`src/rtl/mem_stage_lsu.sv`:
```
// mem_stage_lsu: MEM-stage load/store unit and branch resolver.
//   Consumes the EXE/MEM pipeline register, issues byte/half/word accesses
//   to data memory over a req/ack handshake, and stalls upstream while an
//   access is outstanding. It presents registered writeback results to
//   MEM/WB and resolves branches, producing a PC redirect.
// Ports:
//   clk, rst                   clock, asynchronous active-low reset
//   pc_mem, offset_i           PC in MEM and branch/jump offset
//   registerWriteEnable_i      instruction writes rd
//   dataWriteEnable_i          store
//   regSelect_i                load (rd takes memory data)
//   memSize_i                  funct3 access size / signedness
//   branchCtr_i, zero_i        branch kind and ALU zero flag
//   dataB_i, aluOut_i          store data, effective address / ALU result
//   dmem_*                     data-memory request/response interface
//   stall_o                    freeze upstream stages (combinational)
//   branch_taken_o/_target_o   PC redirect (combinational)
//   wb_regWrite_o, wb_data_o   registered writeback to MEM/WB
//   misalign_err_o, timeout_err_o  one-cycle error pulses
module mem_stage_lsu #(
    parameter int unsigned DATA_W  = 32,
    parameter int unsigned ADDR_W  = 32,
    parameter int unsigned TIMEOUT = 15
) (
    input  logic              clk,
    input  logic              rst,
    input  logic [ADDR_W-1:0] pc_mem,
    input  logic              registerWriteEnable_i,
    input  logic              dataWriteEnable_i,
    input  logic              regSelect_i,
    input  logic [2:0]        memSize_i,
    input  logic [1:0]        branchCtr_i,
    input  logic [DATA_W-1:0] dataB_i,
    input  logic [ADDR_W-1:0] offset_i,
    input  logic [DATA_W-1:0] aluOut_i,
    input  logic              zero_i,
    output logic              dmem_req,
    output logic              dmem_we,
    output logic [DATA_W-1:0] dmem_addr,
    output logic [3:0]        dmem_be,
    output logic [DATA_W-1:0] dmem_wdata,
    input  logic              dmem_ack,
    input  logic [DATA_W-1:0] dmem_rdata,
    output logic              stall_o,
    output logic              branch_taken_o,
    output logic [ADDR_W-1:0] branch_target_o,
    output logic              wb_regWrite_o,
    output logic [DATA_W-1:0] wb_data_o,
    output logic              misalign_err_o,
    output logic              timeout_err_o
);

    localparam int unsigned CNT_W = (TIMEOUT < 1) ? 1 : $clog2(TIMEOUT + 1);

    typedef enum logic {
        IDLE = 1'b0,
        WAIT = 1'b1
    } state_t;

    state_t            state, state_n;
    logic [CNT_W-1:0]  cnt, cnt_n;

    // Access attributes captured at issue; the inputs may move once stall drops.
    logic [2:0]        cap_size, cap_size_n;
    logic [1:0]        cap_lane, cap_lane_n;
    logic              cap_rwe, cap_rwe_n;
    logic              cap_store, cap_store_n;

    logic              req_n, we_n;
    logic [DATA_W-1:0] addr_n, wdata_n;
    logic [3:0]        be_n;
    logic              wb_we_n;
    logic [DATA_W-1:0] wb_data_n;
    logic              mis_n, to_n;

    logic              access;
    logic              misalign;
    logic              timed_out;
    logic              br_cond;
    logic [1:0]        lane;
    logic [3:0]        be_c;
    logic [DATA_W-1:0] wdata_c;
    logic [DATA_W-1:0] load_ext;
    logic [7:0]        rd_byte;
    logic [15:0]       rd_half;

    assign access    = regSelect_i | dataWriteEnable_i;
    assign lane      = aluOut_i[1:0];
    assign timed_out = (cnt == CNT_W'(TIMEOUT));

    // Lane decode, store replication and alignment check for the presented access.
    always_comb begin
        be_c     = 4'b1111;
        wdata_c  = dataB_i;
        misalign = 1'b0;
        unique case (memSize_i[1:0])
            2'b00: begin
                be_c    = 4'(4'b0001 << lane);
                wdata_c = {4{dataB_i[7:0]}};
            end
            2'b01: begin
                be_c     = lane[1] ? 4'b1100 : 4'b0011;
                wdata_c  = {2{dataB_i[15:0]}};
                misalign = access & lane[0];
            end
            default: begin
                misalign = access & (lane != 2'b00);
            end
        endcase
    end

    // Load lane extraction with sign/zero extension, from the captured access.
    always_comb begin
        rd_byte  = dmem_rdata[{cap_lane, 3'b000} +: 8];
        rd_half  = cap_lane[1] ? dmem_rdata[31:16] : dmem_rdata[15:0];
        load_ext = dmem_rdata;
        unique case (cap_size[1:0])
            2'b00:   load_ext = {{(DATA_W-8){~cap_size[2] & rd_byte[7]}}, rd_byte};
            2'b01:   load_ext = {{(DATA_W-16){~cap_size[2] & rd_half[15]}}, rd_half};
            default: load_ext = dmem_rdata;
        endcase
    end

    // Stall and branch resolution; a branch only fires in an unstalled IDLE cycle.
    always_comb begin
        stall_o = ((state == IDLE) & access & ~misalign) |
                  ((state == WAIT) & ~dmem_ack & ~timed_out);
        unique case (branchCtr_i)
            2'b01:   br_cond = zero_i;
            2'b10:   br_cond = ~zero_i;
            2'b11:   br_cond = 1'b1;
            default: br_cond = 1'b0;
        endcase
        branch_taken_o  = br_cond & ~stall_o & (state == IDLE);
        branch_target_o = pc_mem + offset_i;
    end

    // Next-state and next-output logic.
    always_comb begin
        state_n     = state;
        cnt_n       = cnt;
        cap_size_n  = cap_size;
        cap_lane_n  = cap_lane;
        cap_rwe_n   = cap_rwe;
        cap_store_n = cap_store;
        req_n       = dmem_req;
        we_n        = dmem_we;
        addr_n      = dmem_addr;
        be_n        = dmem_be;
        wdata_n     = dmem_wdata;
        wb_we_n     = 1'b0;
        wb_data_n   = wb_data_o;
        mis_n       = 1'b0;
        to_n        = 1'b0;

        unique case (state)
            IDLE: begin
                if (access && misalign) begin
                    mis_n = 1'b1;
                end else if (access) begin
                    state_n     = WAIT;
                    cnt_n       = '0;
                    req_n       = 1'b1;
                    we_n        = dataWriteEnable_i;
                    addr_n      = {aluOut_i[DATA_W-1:2], 2'b00};
                    be_n        = be_c;
                    wdata_n     = wdata_c;
                    cap_size_n  = memSize_i;
                    cap_lane_n  = lane;
                    cap_rwe_n   = registerWriteEnable_i;
                    cap_store_n = dataWriteEnable_i;
                end else begin
                    wb_data_n = aluOut_i;
                    wb_we_n   = registerWriteEnable_i;
                end
            end
            WAIT: begin
                if (dmem_ack) begin
                    state_n   = IDLE;
                    req_n     = 1'b0;
                    wb_data_n = load_ext;
                    wb_we_n   = cap_rwe & ~cap_store;
                end else if (timed_out) begin
                    state_n = IDLE;
                    req_n   = 1'b0;
                    to_n    = 1'b1;
                end else begin
                    cnt_n = cnt + CNT_W'(1);
                end
            end
            default: state_n = IDLE;
        endcase
    end

    // State and registered outputs.
    always_ff @(posedge clk or negedge rst) begin
        if (!rst) begin
            state          <= IDLE;
            cnt            <= '0;
            cap_size       <= '0;
            cap_lane       <= '0;
            cap_rwe        <= 1'b0;
            cap_store      <= 1'b0;
            dmem_req       <= 1'b0;
            dmem_we        <= 1'b0;
            dmem_addr      <= '0;
            dmem_be        <= '0;
            dmem_wdata     <= '0;
            wb_regWrite_o  <= 1'b0;
            wb_data_o      <= '0;
            misalign_err_o <= 1'b0;
            timeout_err_o  <= 1'b0;
        end else begin
            state          <= state_n;
            cnt            <= cnt_n;
            cap_size       <= cap_size_n;
            cap_lane       <= cap_lane_n;
            cap_rwe        <= cap_rwe_n;
            cap_store      <= cap_store_n;
            dmem_req       <= req_n;
            dmem_we        <= we_n;
            dmem_addr      <= addr_n;
            dmem_be        <= be_n;
            dmem_wdata     <= wdata_n;
            wb_regWrite_o  <= wb_we_n;
            wb_data_o      <= wb_data_n;
            misalign_err_o <= mis_n;
            timeout_err_o  <= to_n;
        end
    end

endmodule

```
`config.mk`:
```
export PLATFORM = sky130hd
export DESIGN_NAME = mem_stage_lsu
export DESIGN_NICKNAME = d
export VERILOG_FILES = /design/src/rtl/mem_stage_lsu.sv
export SDC_FILE = /design/constraint.sdc
export NUM_CORES = 1
export LEC_CHECK = 0
export ABC_CLOCK_PERIOD_IN_PS = 2900
export BUFFER_PORTS_ARGS = -buffer_cell sky130_fd_sc_hd__buf_2
export CELL_PAD_IN_SITES_DETAIL_PLACEMENT = 1
export CELL_PAD_IN_SITES_GLOBAL_PLACEMENT = 1
export CORE_MARGIN = 2
export CORE_UTILIZATION = 34
export CTS_CLUSTER_SIZE = 40
export DETAILED_ROUTE_END_ITERATION = 12
export PLACE_DENSITY_LB_ADDON = 0.15
export RECOVER_POWER = 25
export SLEW_MARGIN = 20
export SYNTH_ARGS = -nofsm -noshare
export SYNTH_HDL_FRONTEND = slang
export SYNTH_SLANG_ARGS = --single-unit
```
`constraint.sdc`:
```
create_clock -name clk -period 2.9 [get_ports clk]
set_clock_uncertainty 0.05 [all_clocks]
set_input_delay 0.29 -clock clk [delete_from_list [all_inputs] [get_ports clk]]
set_output_delay 0.29 -clock clk [all_outputs]
set_load 0.02 [all_outputs]
```
---- After elaboration in Yosys (flattened, before gate mapping) ----
Cells that the tools add are included.
word-level totals
  bits in registers ....................... 114
operators by class
  add/subtract/negate cells ............... 2
  equal/unequal tests ..................... 13
  shift operators ......................... 2
  mux-type cells .......................... 35
  bitwise operators ....................... 22
  reduce and logical (&&, ||, !) cells .... 8
operators with widths
  cell                                                                   count
  32-bit case mux with 2 select lines                                    3
  32-bit 2-to-1 mux                                                      3
  32-bit adder                                                           1
  32-bit by 6-bit variable part select with 8-bit output                 1
  4-bit 2-to-1 mux                                                       5
  1-bit 2-to-1 mux                                                       16
  16-bit 2-to-1 mux                                                      1
  4-bit case mux with 2 select lines                                     2
  2-bit != test, second input constant                                   6
  1-bit bitwise AND                                                      11
  1-bit NOT                                                              9
  3-bit AND reduction                                                    3
  1-bit case mux with 2 select lines                                     4
  2-bit by 1-bit equality test with 1-bit output, second input constant  3
  4-bit by 1-bit adder with 4-bit output, second input constant          1
  2-bit equality test, second input constant                             2
  4-bit equality test, second input constant                             1
  2-bit logical NOT                                                      2
  4-bit AND reduction                                                    1
  1-bit by 2-bit << shifter with 4-bit output, first input constant      1
  3-bit by 2-bit != test with 1-bit output, second input constant        1
  1-bit case mux with 3 select lines                                     1
  1-bit bitwise OR                                                       2
  2-bit nonzero test                                                     1
  1-bit logical AND                                                      1

---- Logic depth before layout (Yosys ltp) ----
  depth after elaboration ................. 9
  mapped depth ............................ 10

---- Least setup slack after synthesis ----
OpenSTA, ideal clock, no wires.
  path kind ............................... input to output
  start ................................... in pc_mem[0]
  end ..................................... out branch_target_o[30]
  data arrival time ....................... 2.386 ns
  path slack .............................. 0.174 ns
  cell stages on the path ................. 10
  cells stage by stage .................... ha_1 > fa_1 > a21oi_1 > o21ai_1 > a21oi_2 > a21oi_2 > a211oi_2 > o221ai_2 > a221oi_2 > xnor2_1
between the ends
  cells in the longest elaborated chain, start to end .. 1
ends and longest elaborated chain
  what          RTL line  RTL
  from (decl)   27        input logic [ADDR_W-1:0] pc_mem,
  32-bit adder  135       branch_target_o = pc_mem + offset_i;
  to (decl)     46        output logic [ADDR_W-1:0] branch_target_o,
No other way between the ends.

---- Worst setup path after layout ----
  start ................................... in offset_i[0]
  end ..................................... out branch_target_o[30]
between the ends
  cells in the longest elaborated chain, start to end .. 1
ends and longest elaborated chain
  what          RTL line  RTL
  from (decl)   34        input logic [ADDR_W-1:0] offset_i,
  32-bit adder  135
No other way between the ends.

==> run_summary.xml <==
<?xml version="1.0" encoding="UTF-8"?>
<metrics>
  <group name="detailed_routing">
    <metric name="num_vias" unit="">7313</metric>
    <metric name="final_antenna_net_count" unit="">0</metric>
    <metric name="detail_route.wirelength" unit="um">26400</metric>
    <metric name="vias_per_cell" unit="">5.06</metric>
    <metric name="first_iter_violations" unit="">247</metric>
    <metric name="routed_wire_length_per_instance" unit="um">18.3</metric>
    <metric name="dr.pass1.iters" unit="">4</metric>
    <metric name="route.detailed.drc" unit="">0</metric>
  </group>
  <group name="logic_synthesis">
    <metric name="synth_top_flop_cell" unit="">sky130_fd_sc_hd__dfrtp_1</metric>
    <metric name="syn-mean-instance-area" unit="um2">8.38</metric>
    <metric name="synth_top_area_share" unit="%">40.2</metric>
    <metric name="synth_enable_flop_cells" unit="">0</metric>
    <metric name="post_synth_main_area_contributors" unit="">sky130_fd_sc_hd__dfrtp_1, sky130_fd_sc_hd__nand2_1, sky130_fd_sc_hd__a21oi_1, sky130_fd_sc_hd__ha_1, sky130_fd_sc_hd__mux2i_1</metric>
    <metric name="yosysUniqueCellTypes" unit="">64</metric>
    <metric name="post-synth-top-area-cell" unit="">sky130_fd_sc_hd__dfrtp_1</metric>
    <metric name="async_flop_share" unit="%">100</metric>
    <metric name="yosysWarningCount" unit="">0</metric>
    <metric name="synth_seq_cells" unit="">114</metric>
    <metric name="synthTopCellsByCount" unit="">sky130_fd_sc_hd__nand2_1, sky130_fd_sc_hd__dfrtp_1, sky130_fd_sc_hd__a21oi_1</metric>
    <metric name="synth_cells" unit="">846</metric>
    <metric name="post_synthesis_sequential_area_ratio" unit="%">40.2</metric>
    <metric name="synth.most_common_cell" unit="">sky130_fd_sc_hd__nand2_1</metric>
    <metric name="cell_area_after_technology_mapping" unit="um2">7090</metric>
  </group>
  <group name="floorplan">
    <metric name="floorplan.initialDensity" unit="%">34.8</metric>
    <metric name="die_h" unit="um">148</metric>
    <metric name="core_box_area" unit="um2">20400</metric>
    <metric name="die_area" unit="um2">22000</metric>
    <metric name="top_level_ports" unit="">311</metric>
    <metric name="die_x" unit="um">148</metric>
    <metric name="placementRows" unit="">52</metric>
  </group>
  <group name="timing">
    <metric name="timing_hold_violations_final" unit="">0</metric>
    <metric name="timing_worst_slew_pin_value" unit="ns">1.23</metric>
    <metric name="maxSlewHeadroom" unit="%">18.3</metric>
    <metric name="final_period_minus_worst_setup_slack" unit="ns">2.88</metric>
    <metric name="max_clock_freq" unit="GHz">0.347</metric>
    <metric name="final_period_utilization" unit="%">99.4</metric>
    <metric name="rsz0062_at_grt" unit="">yes</metric>
    <metric name="final-setup-viol-count" unit="">0</metric>
    <metric name="timing.final.max_slew_violations" unit="">0</metric>
  </group>
  <group name="clock_tree">
    <metric name="root_buffer" unit="">sky130_fd_sc_hd__clkbuf_16</metric>
    <metric name="cts_htree_levels" unit="">4</metric>
    <metric name="cts.clk_slew.worst_paths" unit="ns">0.07</metric>
    <metric name="cts_inserted_buffers" unit="">17</metric>
    <metric name="tritoncts_num_sinks" unit="">114</metric>
    <metric name="clock_path_buffers" unit="">2</metric>
    <metric name="cts_tree" unit="">built</metric>
    <metric name="worstSkewPairLatency" unit="ns">0.41</metric>
  </group>
  <group name="run">
    <metric name="max-cap-violations" unit="">0</metric>
  </group>
  <group name="worst_hold_path">
    <metric name="min-delay-start" unit="">aluOut_i[23]</metric>
    <metric name="holdPathStages" unit="">3</metric>
    <metric name="worstHoldPathType" unit="">input port to flip-flop</metric>
    <metric name="min_to" unit="">dmem_addr[23]</metric>
  </group>
  <group name="placed_design">
    <metric name="detailed_place.area" unit="um2">9030</metric>
    <metric name="placement.io_buffers" unit="">308</metric>
    <metric name="detailed_place_hpwl" unit="um">20500</metric>
    <metric name="placedCellCount" unit="">1407</metric>
    <metric name="place_congestion" unit="">0.848</metric>
  </group>
  <group name="worst_setup_path">
    <metric name="critical-path-top-delay-family" unit="">compound AO/OA/AOI/OAI gates</metric>
    <metric name="worstRegToRegCells" unit="">7</metric>
    <metric name="slowest_delay" unit="ns">0.40</metric>
    <metric name="critPathCaptureType" unit="">output pin</metric>
    <metric name="crit-reg2reg-capture" unit="">wb_data_o[30]</metric>
    <metric name="worst-path-buf-inv" unit="">2</metric>
    <metric name="critical_path.max_fanout" unit="">3</metric>
    <metric name="reg_to_reg_setup_timing_slack" unit="ns">0.61</metric>
    <metric name="worst_path_cell_chain" unit="">buf_8, ha_4, fa_2, a21oi_4, o21ai_2, a21oi_2, a21oi_2, a211oi_2, o221ai_2, a221oi_2, xnor2_1, buf_4</metric>
    <metric name="crit_arrival" unit="ns">2.54</metric>
    <metric name="cp-start-kind" unit="">input port</metric>
    <metric name="worst_path_most_repeated_cell" unit="">sky130_fd_sc_hd__a21oi_2</metric>
    <metric name="worst_r2r_startpoint" unit="">cap_lane[1]</metric>
    <metric name="critical_path_required" unit="ns">2.56</metric>
    <metric name="cpMaxStageDelayCell" unit="">sky130_fd_sc_hd__fa_2</metric>
    <metric name="criticalPathCategory" unit="">input port to output pin</metric>
  </group>
  <group name="finish">
    <metric name="non_filler_cells_final" unit="">1446</metric>
    <metric name="final_nets" unit="">1365</metric>
    <metric name="final_design_area_no_fill" unit="um2">9730</metric>
    <metric name="layout-area-overhead-vs-synth" unit="%">37.2</metric>
    <metric name="final_layout_size_suffix_gt1_share" unit="%">35.2</metric>
  </group>
  <group name="pwr">
    <metric name="cellLeakagePower" unit="nW">4.97</metric>
    <metric name="ir_drop_worst_vdd" unit="V">0.000401</metric>
    <metric name="power_per_cell_area" unit="nW/um2">805</metric>
  </group>
  <group name="run_status">
    <metric name="status" unit="">complete, no violations</metric>
  </group>
  <group name="global_routing">
    <metric name="grt_start_max_net_pins" unit="">65</metric>
    <metric name="grt_pass1_vias" unit="">7589</metric>
    <metric name="grt_first_pass_wirelength" unit="um">41200</metric>
    <metric name="antenna_found_initial" unit="">4</metric>
    <metric name="global_route.overflow_total" unit="">0</metric>
    <metric name="grt_util_all_layers" unit="%">23.9</metric>
  </group>
</metrics>
state kept, by name, indices dropped and copies added (netlist names), 2 cells and up:
name,count
dmem_wdata,32
cap_lane,2
cnt,4
dmem_be,4
dmem_addr,30
cap_size,3
wb_data_o,32
worst min-delay path, delay by kind of cell:
family / cells / cell delay [ns]
buffers and inverters: 1 / 0.09
and+or+nand+nor: 2 / 0.08
placed cells by master (no fill, tap or decap), types with 4 or more instances in the layout:
| cell type | netlist | final |
|---|---|---|
| sky130_fd_sc_hd__a211oi_1 | 4 | 4 |
| sky130_fd_sc_hd__a21o_1 | 18 | 18 |
| sky130_fd_sc_hd__a21oi_1 | 87 | 83 |
| sky130_fd_sc_hd__a21oi_2 | 3 | 5 |
| sky130_fd_sc_hd__and2_1 | 7 | 7 |
| sky130_fd_sc_hd__buf_2 | 1 | 298 |
| sky130_fd_sc_hd__buf_4 | 4 | 38 |
| sky130_fd_sc_hd__clkbuf_1 | 39 | 4 |
| sky130_fd_sc_hd__clkbuf_16 | 0 | 17 |
| sky130_fd_sc_hd__dfrtp_1 | 114 | 114 |
| sky130_fd_sc_hd__ha_1 | 32 | 30 |
| sky130_fd_sc_hd__inv_1 | 12 | 12 |
| sky130_fd_sc_hd__inv_6 | 0 | 5 |
| sky130_fd_sc_hd__mux2_2 | 7 | 7 |
| sky130_fd_sc_hd__mux2i_1 | 31 | 31 |
| sky130_fd_sc_hd__nand2_1 | 210 | 210 |
| sky130_fd_sc_hd__nand2b_1 | 10 | 10 |
| sky130_fd_sc_hd__nand3_1 | 14 | 14 |
| sky130_fd_sc_hd__nand4_1 | 6 | 6 |
| sky130_fd_sc_hd__nor2_1 | 70 | 70 |
| sky130_fd_sc_hd__nor2b_1 | 4 | 4 |
| sky130_fd_sc_hd__o211ai_1 | 5 | 5 |
| sky130_fd_sc_hd__o21ai_0 | 57 | 55 |
| sky130_fd_sc_hd__o21ai_1 | 5 | 5 |
| sky130_fd_sc_hd__o31ai_1 | 18 | 16 |
| sky130_fd_sc_hd__xnor2_1 | 16 | 16 |
| sky130_fd_sc_hd__xor2_1 | 15 | 15 |
area by class of cell:
cell class | count | area, um2
inverter | 12 | 45.0
tap | 270 | 338
timing repair buffer | 344 | 1830
clock buffer | 18 | 429
fill | 2586 | 10600
clock inverter | 14 | 129
multi-input combinational | 671 | 4090
sequential | 114 | 2850
antenna | 3 | 7.51
worst max-delay path by stage:
stage | from | endpoint | slack (ns) | depth (start not counted)
global route | offset_i[0] | branch_target_o[30] | -0.11 | 12
global placement | pc_mem[0] | branch_target_o[30] | -0.13 | 12
CTS | pc_mem[0] | branch_target_o[30] | 0.007 | 12
finish | offset_i[0] | branch_target_o[30] | 0.02 | 12
detailed placement | pc_mem[0] | branch_target_o[30] | -0.12 | 12
floorplan | pc_mem[0] | branch_target_o[30] | 0.17 | 10
cells by family after synthesis:
group	count (synthesis)	share of synthesized area [%]
simple gates	332	19.4
compound gates	234	21.0
flops	114	40.2
buf+inv	62	3.83
mux	39	5.80
fa+ha+maj	33	5.93
xor+xnor	31	3.83
other cells	1	0.0529
through the flow:
step | TNS, ns | setup slack (ns) | util (%) | power, mW | hold slack, ns
finish | 0 | 0.0186 | 47.8 | 7.83 | 0.0278
global route | -0.210 | -0.105 | 47.7 | 8.36 | 0.0156
CTS | 0 | 0.00744 | 47.3 | 7.91 | 0.0178
detailed placement | -0.315 | -0.125 | 44.4 | 5.84 | 0.306
global placement | -0.296 | -0.134 | 44.4 | 5.77 | 0.318
floorplan | 0 | 0.174 | - | 4.51 | -0.0556
power breakdown:
| group | internal [mW] | switching, mW | total, mW |
|---|---|---|---|
| registers | 2.12 | 0.304 | 2.42 |
| clock network | 1.19 | 0.822 | 2.01 |
| logic | 1.18 | 2.22 | 3.40 |
timing repair:
item	in CTS	in global routing
endpoints found under the setup margin	6	10
pin swaps	3	12
resized for setup	5	21
hold endpoints to repair	45	0
buffers inserted	1	2
hold buffers	1	0
cloned	0	0
metal layers:
| metal | GRT usage (%) | up-vias | share of wire, % |
|---|---|---|---|
| met3 | 7.76 | 14 | 7.7 |
| li1 | - | 3557 | - |
| met2 | 40.6 | 230 | 48 |
| met5 | 0 | - | 0.049 |
| met4 | 3.81 | 2 | 0.84 |
| met1 | 30.4 | 3510 | 43 |
Power figures use the tool's default switching activity.
